[src/rtl/uart_tx_mmio.sv]
// uart_tx_mmio: memory-mapped 8N1 UART transmitter with a small byte FIFO.
// DATA register at BASE_ADDR (write pushes a byte), STATUS at BASE_ADDR+4
// reads {28'b0, overflow, busy, empty, full}; reading STATUS clears overflow.
// Optional build macro UART_TX_PARITY_EN inserts an even-parity bit between
// the data bits and the stop bit.
module uart_tx_mmio #(
  parameter int          CLKS_PER_BIT = 16,
  parameter int          FIFO_DEPTH   = 4,
  parameter logic [31:0] BASE_ADDR    = 32'h1001_0024
) (
  input  logic        clk,
  input  logic        reset,
  input  logic        mem_write_i,
  input  logic        mem_read_i,
  input  logic [31:0] address_i,
  input  logic [31:0] write_data_i,
  output logic [31:0] read_data_o,
  output logic        tx_o,
  output logic        busy_o
);

  localparam int AW = $clog2(FIFO_DEPTH);
  localparam int PW = AW + 1;
  localparam int BW = (CLKS_PER_BIT > 1) ? $clog2(CLKS_PER_BIT) : 1;
  localparam logic [BW-1:0] BAUD_MAX = BW'(CLKS_PER_BIT - 1);
  localparam logic [BW-1:0] BAUD_ONE = BW'(1);
  localparam logic [PW-1:0] PTR_ONE  = PW'(1);

  typedef enum logic [2:0] {
    IDLE   = 3'd0,
    START  = 3'd1,
    DATA   = 3'd2,
    STOP   = 3'd3,
    PARITY = 3'd4
  } state_t;

  // Even parity over one byte.
  function automatic logic even_parity(input logic [7:0] b);
    return ^b;
  endfunction

  state_t        state;
  logic [BW-1:0] baud;
  logic [2:0]    bit_idx;
  logic [7:0]    shift;
  logic          parity;
  logic          overflow;

  logic [7:0]    fifo_mem [FIFO_DEPTH];
  logic [PW-1:0] wptr;
  logic [PW-1:0] rptr;

  logic          sel_data;
  logic          sel_status;
  logic          data_wr;
  logic          status_rd;
  logic          empty;
  logic          full;
  logic          push;
  logic          pop;
  logic          ovf_event;
  logic          baud_end;
  logic [7:0]    head;
  logic          unused_bits;

  assign sel_data   = (address_i == BASE_ADDR);
  assign sel_status = (address_i == (BASE_ADDR + 32'd4));
  assign data_wr    = mem_write_i && sel_data;
  assign status_rd  = mem_read_i && sel_status;

  // Wrap bit distinguishes full from empty when the index bits match.
  assign empty     = (wptr == rptr);
  assign full      = (wptr[AW] != rptr[AW]) && (wptr[AW-1:0] == rptr[AW-1:0]);
  assign push      = data_wr && !full;
  assign ovf_event = data_wr && full;
  assign baud_end  = (baud == BAUD_MAX);
  assign head      = fifo_mem[rptr[AW-1:0]];
  // The FSM takes the head byte from IDLE, or straight from the end of STOP
  // so back-to-back frames have no gap.
  assign pop       = !empty && ((state == IDLE) || ((state == STOP) && baud_end));

`ifdef UART_TX_PARITY_EN
  assign unused_bits = ^write_data_i[31:8];
`else
  assign unused_bits = ^{write_data_i[31:8], parity};
`endif

  // Busy whenever a byte is waiting or a frame is on the line.
  always_comb begin
    busy_o = !empty || (state != IDLE);
  end

  // Load-data mux: only STATUS returns anything non-zero.
  always_comb begin
    read_data_o = 32'd0;
    if (status_rd) begin
      read_data_o = {28'd0, overflow, busy_o, empty, full};
    end else begin
      read_data_o = 32'd0;
    end
  end

  // FIFO pointers and storage; fullness is judged on the pre-edge pointers.
  always_ff @(posedge clk or negedge reset) begin
    if (!reset) begin
      wptr <= '0;
      rptr <= '0;
      for (int i = 0; i < FIFO_DEPTH; i++) begin
        fifo_mem[i] <= 8'd0;
      end
    end else begin
      if (push) begin
        fifo_mem[wptr[AW-1:0]] <= write_data_i[7:0];
        wptr <= wptr + PTR_ONE;
      end
      if (pop) begin
        rptr <= rptr + PTR_ONE;
      end
    end
  end

  // Sticky overflow: a dropped byte wins over a same-edge clearing read.
  always_ff @(posedge clk or negedge reset) begin
    if (!reset) begin
      overflow <= 1'b0;
    end else if (ovf_event) begin
      overflow <= 1'b1;
    end else if (status_rd) begin
      overflow <= 1'b0;
    end
  end

  // Serialiser FSM with registered line output.
  always_ff @(posedge clk or negedge reset) begin
    if (!reset) begin
      state   <= IDLE;
      tx_o    <= 1'b1;
      baud    <= '0;
      bit_idx <= 3'd0;
      shift   <= 8'd0;
      parity  <= 1'b0;
    end else begin
      case (state)
        IDLE: begin
          baud    <= '0;
          bit_idx <= 3'd0;
          if (pop) begin
            shift  <= head;
            parity <= even_parity(head);
            state  <= START;
            tx_o   <= 1'b0;
          end else begin
            tx_o   <= 1'b1;
          end
        end
        START: begin
          if (baud_end) begin
            baud  <= '0;
            state <= DATA;
            tx_o  <= shift[0];
          end else begin
            baud  <= baud + BAUD_ONE;
          end
        end
        DATA: begin
          if (baud_end) begin
            baud <= '0;
            if (bit_idx == 3'd7) begin
              bit_idx <= 3'd0;
`ifdef UART_TX_PARITY_EN
              state   <= PARITY;
              tx_o    <= parity;
`else
              state   <= STOP;
              tx_o    <= 1'b1;
`endif
            end else begin
              bit_idx <= bit_idx + 3'd1;
              shift   <= {1'b0, shift[7:1]};
              tx_o    <= shift[1];
            end
          end else begin
            baud <= baud + BAUD_ONE;
          end
        end
`ifdef UART_TX_PARITY_EN
        PARITY: begin
          if (baud_end) begin
            baud  <= '0;
            state <= STOP;
            tx_o  <= 1'b1;
          end else begin
            baud  <= baud + BAUD_ONE;
          end
        end
`endif
        STOP: begin
          if (baud_end) begin
            baud <= '0;
            if (pop) begin
              shift  <= head;
              parity <= even_parity(head);
              state  <= START;
              tx_o   <= 1'b0;
            end else begin
              state  <= IDLE;
              tx_o   <= 1'b1;
            end
          end else begin
            baud <= baud + BAUD_ONE;
          end
        end
        default: begin
          state   <= IDLE;
          tx_o    <= 1'b1;
          baud    <= '0;
          bit_idx <= 3'd0;
        end
      endcase
    end
  end

endmodule

[config.mk]
export PLATFORM = sky130hd
export DESIGN_NAME = uart_tx_mmio
export DESIGN_NICKNAME = d
export VERILOG_FILES = /design/src/rtl/uart_tx_mmio.sv
export SDC_FILE = /design/constraint.sdc
export NUM_CORES = 1
export LEC_CHECK = 0
export BUFFER_PORTS_ARGS = -buffer_cell sky130_fd_sc_hd__buf_2
export CAP_MARGIN = 20
export CORE_AREA = 2 2 84 86
export DETAILED_ROUTE_END_ITERATION = 8
export DIE_AREA = 0 0 86 88
export PLACE_DENSITY = 0.82
export SLEW_MARGIN = 20
export SYNTH_ARGS = -nofsm -noshare
export SYNTH_HDL_FRONTEND = slang
export SYNTH_SLANG_ARGS = --single-unit
[constraint.sdc]
create_clock -name clk -period 2.9 [get_ports clk]
set_clock_uncertainty 0.1 [all_clocks]
set_input_delay 0.58 -clock clk [delete_from_list [all_inputs] [get_ports clk]]
set_output_delay 0.58 -clock clk [all_outputs]
set_load 0.005 [all_outputs]
# Yosys cells after proc, flatten, opt, wreduce, memory -nomap -nowiden
# Index checks and enable logic that the tools add are counted.
# Widths: inputs -> output; s select.
# totals
ff_bits,58
input_bits,68
out_inout_bits,34
wordCells,92
# op_classes
addsub,4
n_lt_le_gt_ge,3
eq_ne,16
n_mux,32
n_bitwise,3
reduce_logical,22
# ops
operator,count
$eq 32x29->1 const B,2
$mux 8,7
$bwmux 32,1
$pmux 8 s3,1
$mux 3,7
$bmux 8 s2,1
$demux 8 s2,1
$mux 4,3
$ne 2x2->1 const B,6
$pmux 3 s4,1
$add 3x1->3 const B,3
$logic_and 1x1->1,8
$mux 1,8
$eq 3x2->1 const B,2
$ge 3x3->1 const B,2
$not 2->3,2
$pmux 3 s2,1
$reduce_bool 3->1,2
$reduce_and 5->1,1
$add 4x1->4 const B,1
$eq 4x4->1 const B,1
$pmux 1 s4,1
$reduce_and 4->1,1
$eq 3x1->1 const B,1
14 further kinds,16

# Depth between registers and ports, before layout
# Gate-level depths: netlist (run 1).
# logic_depth
word_depth,7
depth_mapped,7
ltp_nobuf,6

# Worst setup path after synthesis (run 1)
# OpenSTA, ideal clock, no wires.
# synth_path
path_type,input to output
startpoint,input address_i[6]
endpoint,output read_data_o[3]
arrival_time_ns,1.921
required_time_ns,2.220
slack_ns,0.299
cell_stages,4
n_path_buf,0
cell_sequence,nor4_1 nand4_2 or3_2 nor3_1
# synth_via
elab_chain_cells,3
# synth_rtl
element,line,source
"start, declared",15,"input logic [31:0] address_i,"
$eq 32x29->1,67,assign sel_status = (address_i == (BASE_ADDR + 32'd4));
$logic_and 1x1->1,69,assign status_rd = mem_read_i && sel_status;
$mux 4,96,if (status_rd) begin
"end, declared",17,"output logic [31:0] read_data_o,"
# No other way between the ends.

# Worst setup path after layout (run 1)
# layout_path
startpoint,input address_i[13]
endpoint,output read_data_o[3]
# Same word-level chain as after synthesis.

==> impl_metrics.csv, run 1 <==
group,metric,value,unit
timing,final.setup.worst_slack,292,ps
critical_path,worst_setup_path_start_kind,"input pin",
global_routing,antenna_found_initial,0,
synthesis,sequential_area_share_after_synthesis,0.438,
layout,flow.area_growth_from_synthesis,15.8,%
synthesis,dominantRegCellSynth,"dfrtp_1",
critical_path,worst-endpoint-arrival,1930,ps
detailed_routing,number_of_nets_with_antenna_violations_after_detailed_routing,0,
detailed_routing,dr.first_iter.drc_count,176,
synthesis,yosys.cell_types.count,50,
timing,timing_worst_slew_pin_value,921,ps
critical_path,cp_data_required_time,2220,ps
layout,antenna_cells_inserted,0,
clock_network,cts_root_buffer,"clkbuf_8",
detailed_routing,wl,6.20,mm
place,pre_cts_slack,296,ps
timing,fmax,384,MHz
global_routing,grt_max_degree,44,
clock_network,tritoncts,"built",
job,cap_viol_max_count,0,
timing,total_negative_slack,0,ps
power_and_ir_drop,fin_total_pwr,1.61,mW
layout,fillers,560,
timing,finalWorstPathRequiredPeriod,2610,ps
timing,finalHoldViolations,0,
clock_network,clk-insertion-delay-late,340,ps
clock_network,cts-root-to-sink-buffers,2,
clock_network,cts.reportedPaths.clkPinSlew,70,ps
power_and_ir_drop,power_density,427,nW/um^2
timing,timing.final.max_slew_violations,0,
clock_network,cts.repair_timing.setup_buffer_count,0,
synthesis,netlist_top_cells_area,"dfrtp_1 43%, mux2_2 13%, buf_4 6.5%",
floorplan,die-width,86,microns
synthesis,ys_async_sr_fraction,1.00,
place,port_buffers,49,
timing,maxSlewHeadroom,0.386,
synthesis,synthDominantCellAreaShare,0.430,
critical_path,critical_path.max_fanout,3,
critical_path,endpoint_class_of_the_critical_path,"primary output",
synthesis,netlist_instances,264,
global_routing,grt_pass1_wl,10.8,mm
synthesis,syn-mean-instance-area,12.3,sq um
synthesis,yosys_warnings,0,
detailed_routing,drc_errors,0,
synthesis,synth.cells.most_frequent,"56 x dfrtp_1, 37 x mux2_2, 28 x buf_4, 12 x ha_1",
synthesis,yosysMostFrequentCell,"dfrtp_1",
synthesis,synth.largest_area_cell,"dfrtp_1",
status,result_of_the_run,"finished clean",
clock_network,htree_levels,3,
global_routing,grt_overflow,0,
detailed_routing,wl_per_cell,14.9,microns
detailed_routing,viasPerCell,5.60,
critical_path,cp-startpoint,"address_i[13]",
layout,design.final.nets,410,
floorplan,dieArea,7570,sq um
critical_path,reg2reg_from,"rptr[1]$_DFFE_PN0N_",
power_and_ir_drop,leakage,1.91,nW
synthesis,synthesis.area,3260,sq um
timing,setup_repair_after_global_routing_missed_its_margin,"no",
power_and_ir_drop,ir_worst_vdd,0.465,mV
global_routing,grt_pass1_vias,2312,
place,detailedPlacementHpwl,4.58,mm
clock_network,cts-resized-gates,0,
floorplan,floorplan.initialDensity,0.490,
min_path,timing.hold.worst.class,"input pin to async pin",
clock_network,count_of_hold_buffers_inserted_by_post_cts_repair,0,
critical_path,category_of_the_critical_setup_timing_path,"input pin to primary output",
synthesis,synth-seq-cells,57,
floorplan,number_of_top_level_pins,102,
floorplan,row_count,30,
timing,report.final.setup_viol,0,
global_routing,global_route.usage.total,0.183,
clock_network,clock_sink_count,57,
clock_network,numCtsBuffers,9,
place,gpl.final_weighted_congestion,0.744,
synthesis,synth-edff-count,0,
detailed_routing,routed-via-count,2325,
floorplan,dieHeight,88,microns
floorplan,core,6640,sq um
timing,period_share,0.899,
layout,drive_above_1_share,0.397,
detailed_routing,drt_pre_antenna_iters,4,
-- final timing paths --
kind / end / slack [ps] / cells past startpoint
max: read_data_o[3] / 290 / 6
min: fifo_mem[5]$_DFFE_PN0P_ / 270 / 1
max reg2reg: fifo_mem[6]$_DFFE_PN0P_ / 600 / 5
min reg2reg: wptr[2]$_DFFE_PN0P_ / 390 / 1
max in group asynchronous: tx_o$_DFFE_PN1P_ / 1690 / 2
min in group clk: wptr[2]$_DFFE_PN0P_ / 390 / 1
-- cells by family after synthesis --
family / Yosys count / share of synthesized area
other: 1 / 0.00115
DFF: 57 / 0.438
adders and majority gates: 12 / 0.0461
xor gates and xnor gates: 10 / 0.0269
AOI/OAI and AO/OA: 40 / 0.0907
and+or+nand+nor: 49 / 0.109
muxes: 52 / 0.205
buffers and inverters: 43 / 0.0826
-- power by group --
part	leakage [nW]	switching, mW	internal (mW)
Combinational	1.05	0.0397	0.0259
Sequential	0.768	0.000000000690	0.795
Clock	0.0949	0.328	0.420
Total	1.91	0.368	1.24
-- through the flow --
step                      hold WS, ps  utilization  cell area [sq um]  cells
final                             273        0.567               3770    415
after global routing              349        0.567               3770    415
after CTS                         293        0.567               3770    415
after detailed placement          378        0.537               3570    399
after global placement            374        0.537               3570    399
after floorplan                   184            -               3360    291
-- layout by cell type (no fill, tap or decap), drive strengths merged, types with 2 or more instances in the layout --
master / instances
nand4: 3
a211oi: 7
conb: 28
a31oi: 7
clkinv: 2
xnor2: 6
a21oi: 2
inv: 9
xor2: 4
and2: 3
clkbuf: 10
nor2: 5
buf: 62
a22o: 5
mux2i: 7
and3: 2
a32oi: 2
nor4b: 2
dfrtp: 56
nor3: 4
nor2b: 2
mux2: 37
nand2b: 2
o21ai: 4
clkinvlp: 3
mux4: 8
nor4: 11
nand2: 8
o311ai: 4
ha: 12
-- layer usage --
| layer | track usage | part of all wire |
|---|---|---|
| met5 | 0 | 0 |
| met4 | 0.0779 | 0.018 |
| met3 | 0.0481 | 0.046 |
| met2 | 0.310 | 0.52 |
| met1 | 0.222 | 0.42 |
-- critical path, cell delays in order --
cell and delay, ps:
buf_2 100, nor4_1 320, nand4_2 160, or3_2 450, nor3_1 180, buf_2 150
-- layout make-up --
cell class	count	area, sq um	area share
Multi-Input combinational cell	191	1660	0.441
Sequential cell	57	1430	0.379
Timing Repair Buffer	62	343	0.0909
Clock buffer	10	138	0.0365
Tap cell	80	100	0.0266
Clock inverter	6	66.3	0.0176
Inverter	9	33.8	0.00896
-- flip-flops by register name, summed over array words and instances, names as in the netlist --
register  cells
baud          4
bit_idx       3
fifo_mem     32
overflow      1
rptr          3
shift         8
state         2
tx_o          1
wptr          3
(Power assumes the default switching activity.)
==> run 2, diff against run 1 <==
- PLACE_DENSITY: 0.82 -> 0.75
==> run 2 against run 1 <==
Effect of this change: die area is the same; first-iteration DRC count down 16%; register-to-register slack worse by 60 ps.
==> impl_metrics.csv, run 2 (same netlist as run 1, synthesis figures left out) <==
group,metric,value,unit
power_and_ir_drop,power_density,427,nW/um^2
layout,largest_register_ff_count,32,
place,gpl.final_weighted_congestion,0.789,
timing,maxSlewHeadroom,0.456,
global_routing,global_route.usage.total,0.183,
layout,flow.area_growth_from_synthesis,15.9,%
clock_network,htree_levels,3,
clock_network,numCtsBuffers,9,
place,pre_cts_slack,252,ps
job,cap_viol_max_count,0,
place,detailedPlacementHpwl,4.48,mm
detailed_routing,routed-via-count,2214,
clock_network,cts.reportedPaths.clkPinSlew,60,ps
floorplan,core,6640,sq um
status,result_of_the_run,"finished clean",
global_routing,grt_pass1_vias,2241,
clock_network,tritoncts,"built",
floorplan,die-width,86,microns
critical_path,worst-endpoint-arrival,1960,ps
clock_network,cts-root-to-sink-buffers,2,
power_and_ir_drop,fin_total_pwr,1.61,mW
min_path,min_from,"baud[0]$_DFF_PN0_",
detailed_routing,drc_errors,0,
timing,finalWorstPathRequiredPeriod,2640,ps
clock_network,clock_sink_count,57,
layout,most-common-layout-cells,"56 x dfrtp_1, 49 x buf_2, 37 x mux2_2",
timing,final.setup.worst_slack,257,ps
critical_path,critical_path.max_fanout,4,
critical_path,worst_r2r_end,"fifo_mem[6]$_DFFE_PN0P_",
critical_path,endpoint_class_of_the_critical_path,"primary output",
floorplan,dieHeight,88,microns
global_routing,grt_max_degree,50,
detailed_routing,dr.first_iter.drc_count,148,
layout,antenna_cells_inserted,0,
floorplan,row_count,30,
timing,report.final.setup_viol,0,
min_path,whs_endpoint,"baud[0]$_DFF_PN0_",
power_and_ir_drop,leakage,1.92,nW
power_and_ir_drop,ir_worst_vdd,0.459,mV
timing,period_share,0.911,
detailed_routing,wl,6.15,mm
floorplan,floorplan.initialDensity,0.490,
timing,total_negative_slack,0,ps
floorplan,number_of_top_level_pins,102,
place,placement.cell_area,3560,sq um
critical_path,category_of_the_critical_setup_timing_path,"input pin to primary output",
layout,design.final.nets,410,
critical_path,reg2reg_from,"rptr[1]$_DFFE_PN0N_",
global_routing,grt_overflow,0,
clock_network,clk-insertion-delay-late,340,ps
global_routing,antenna_found_initial,0,
min_path,hold_path_depth,1,
layout,max_flop_register,"fifo_mem",
detailed_routing,viasPerCell,5.33,
layout,largest_registers,"fifo_mem x32, shift x8, baud x4",
global_routing,grt_pass1_wl,10.7,mm
timing,finalHoldViolations,0,
place,port_buffers,49,
critical_path,worst_setup_path_start_kind,"input pin",
clock_network,cts_root_buffer,"clkbuf_8",
timing,timing.final.max_slew_violations,0,
critical_path,number_of_cells_on_the_worst_reg_to_reg_path,5,
layout,drive_above_1_share,0.394,
detailed_routing,drt_pre_antenna_iters,5,
timing,timing_worst_slew_pin_value,816,ps
floorplan,dieArea,7570,sq um
min_path,timing.hold.worst.class,"register to register",
critical_path,setup.reg_to_reg.worst_slack,540,ps
detailed_routing,number_of_nets_with_antenna_violations_after_detailed_routing,0,
detailed_routing,wl_per_cell,14.8,microns
clock_network,cts-resized-gates,0,
critical_path,cp_data_required_time,2220,ps
layout,layout_commonest_cell,"dfrtp_1",
timing,setup_repair_after_global_routing_missed_its_margin,"no",
timing,fmax,378,MHz
layout,final_design_area_no_fill,3770,sq um
-- run 2: cell types whose count changed in the layout (fill, tap and decap cells not counted), sizes merged --
| cell | delta |
|---|---|
| buf | -1 |
| clkinv | +2 |
| dlygate4sd3 | +1 |
| clkinvlp | -1 |
| inv | -1 |
-- run 2: critical path: stages --
cell,delay (ps)
buf_2,100
nor4_1,340
nand4_2,160
nor4_1,470
and2_1,190
buf_2,120
-- run 2: repair_timing --
action,in CTS,in global routing
setup buffers,0,0
setup endpoints to repair,0,0
endpoints found under the hold margin,8,0
hold buffers,1,0
-- run 2: area by class of cell --
cell class / instances / area (sq um)
clock buffer: 10 / 138
inverter: 9 / 33.8
clock inverter: 6 / 67.6
fill: 544 / 2870
sequential: 57 / 1430
tap: 80 / 100
timing repair buffer: 62 / 345
multi-input combinational: 191 / 1660
-- run 2: how the worst max path moves through the flow --
stage | start | end | slack (ps) | cells after the start
global placement | address_i[6] | read_data_o[0] | 270 | 6
global route | address_i[6] | read_data_o[1] | 60 | 6
floorplan | address_i[6] | read_data_o[3] | 300 | 4
detailed placement | address_i[6] | read_data_o[0] | 250 | 6
finish | address_i[6] | read_data_o[0] | 260 | 6
CTS | address_i[6] | read_data_o[0] | 250 | 6
-- run 2: layer usage --
metal | track usage | share of wire | up-vias | wire, microns
met2 | 0.311 | 0.50 | 58 | 3090
met5 | 0 | 0 | - | 0
met3 | 0.0377 | 0.034 | 11 | 208
li1 | - | - | 1063 | -
met1 | 0.225 | 0.44 | 1082 | 2730
met4 | 0.0823 | 0.020 | 0 | 121
-- run 2: metrics by stage --
step | util | hold slack [ps] | cells
floorplan | - | 184 | 291
global placement | 0.536 | 332 | 398
detailed placement | 0.536 | 338 | 398
CTS | 0.568 | 395 | 415
global route | 0.568 | 413 | 415
finish | 0.568 | 396 | 415
-- run 2: power breakdown --
| part | total (mW) | switching, mW | internal [mW] | leakage (nW) |
|---|---|---|---|---|
| Combinational | 0.0652 | 0.0393 | 0.0259 | 1.05 |
| Sequential | 0.795 | 0.000000000712 | 0.795 | 0.768 |
| Clock | 0.751 | 0.330 | 0.420 | 0.0985 |
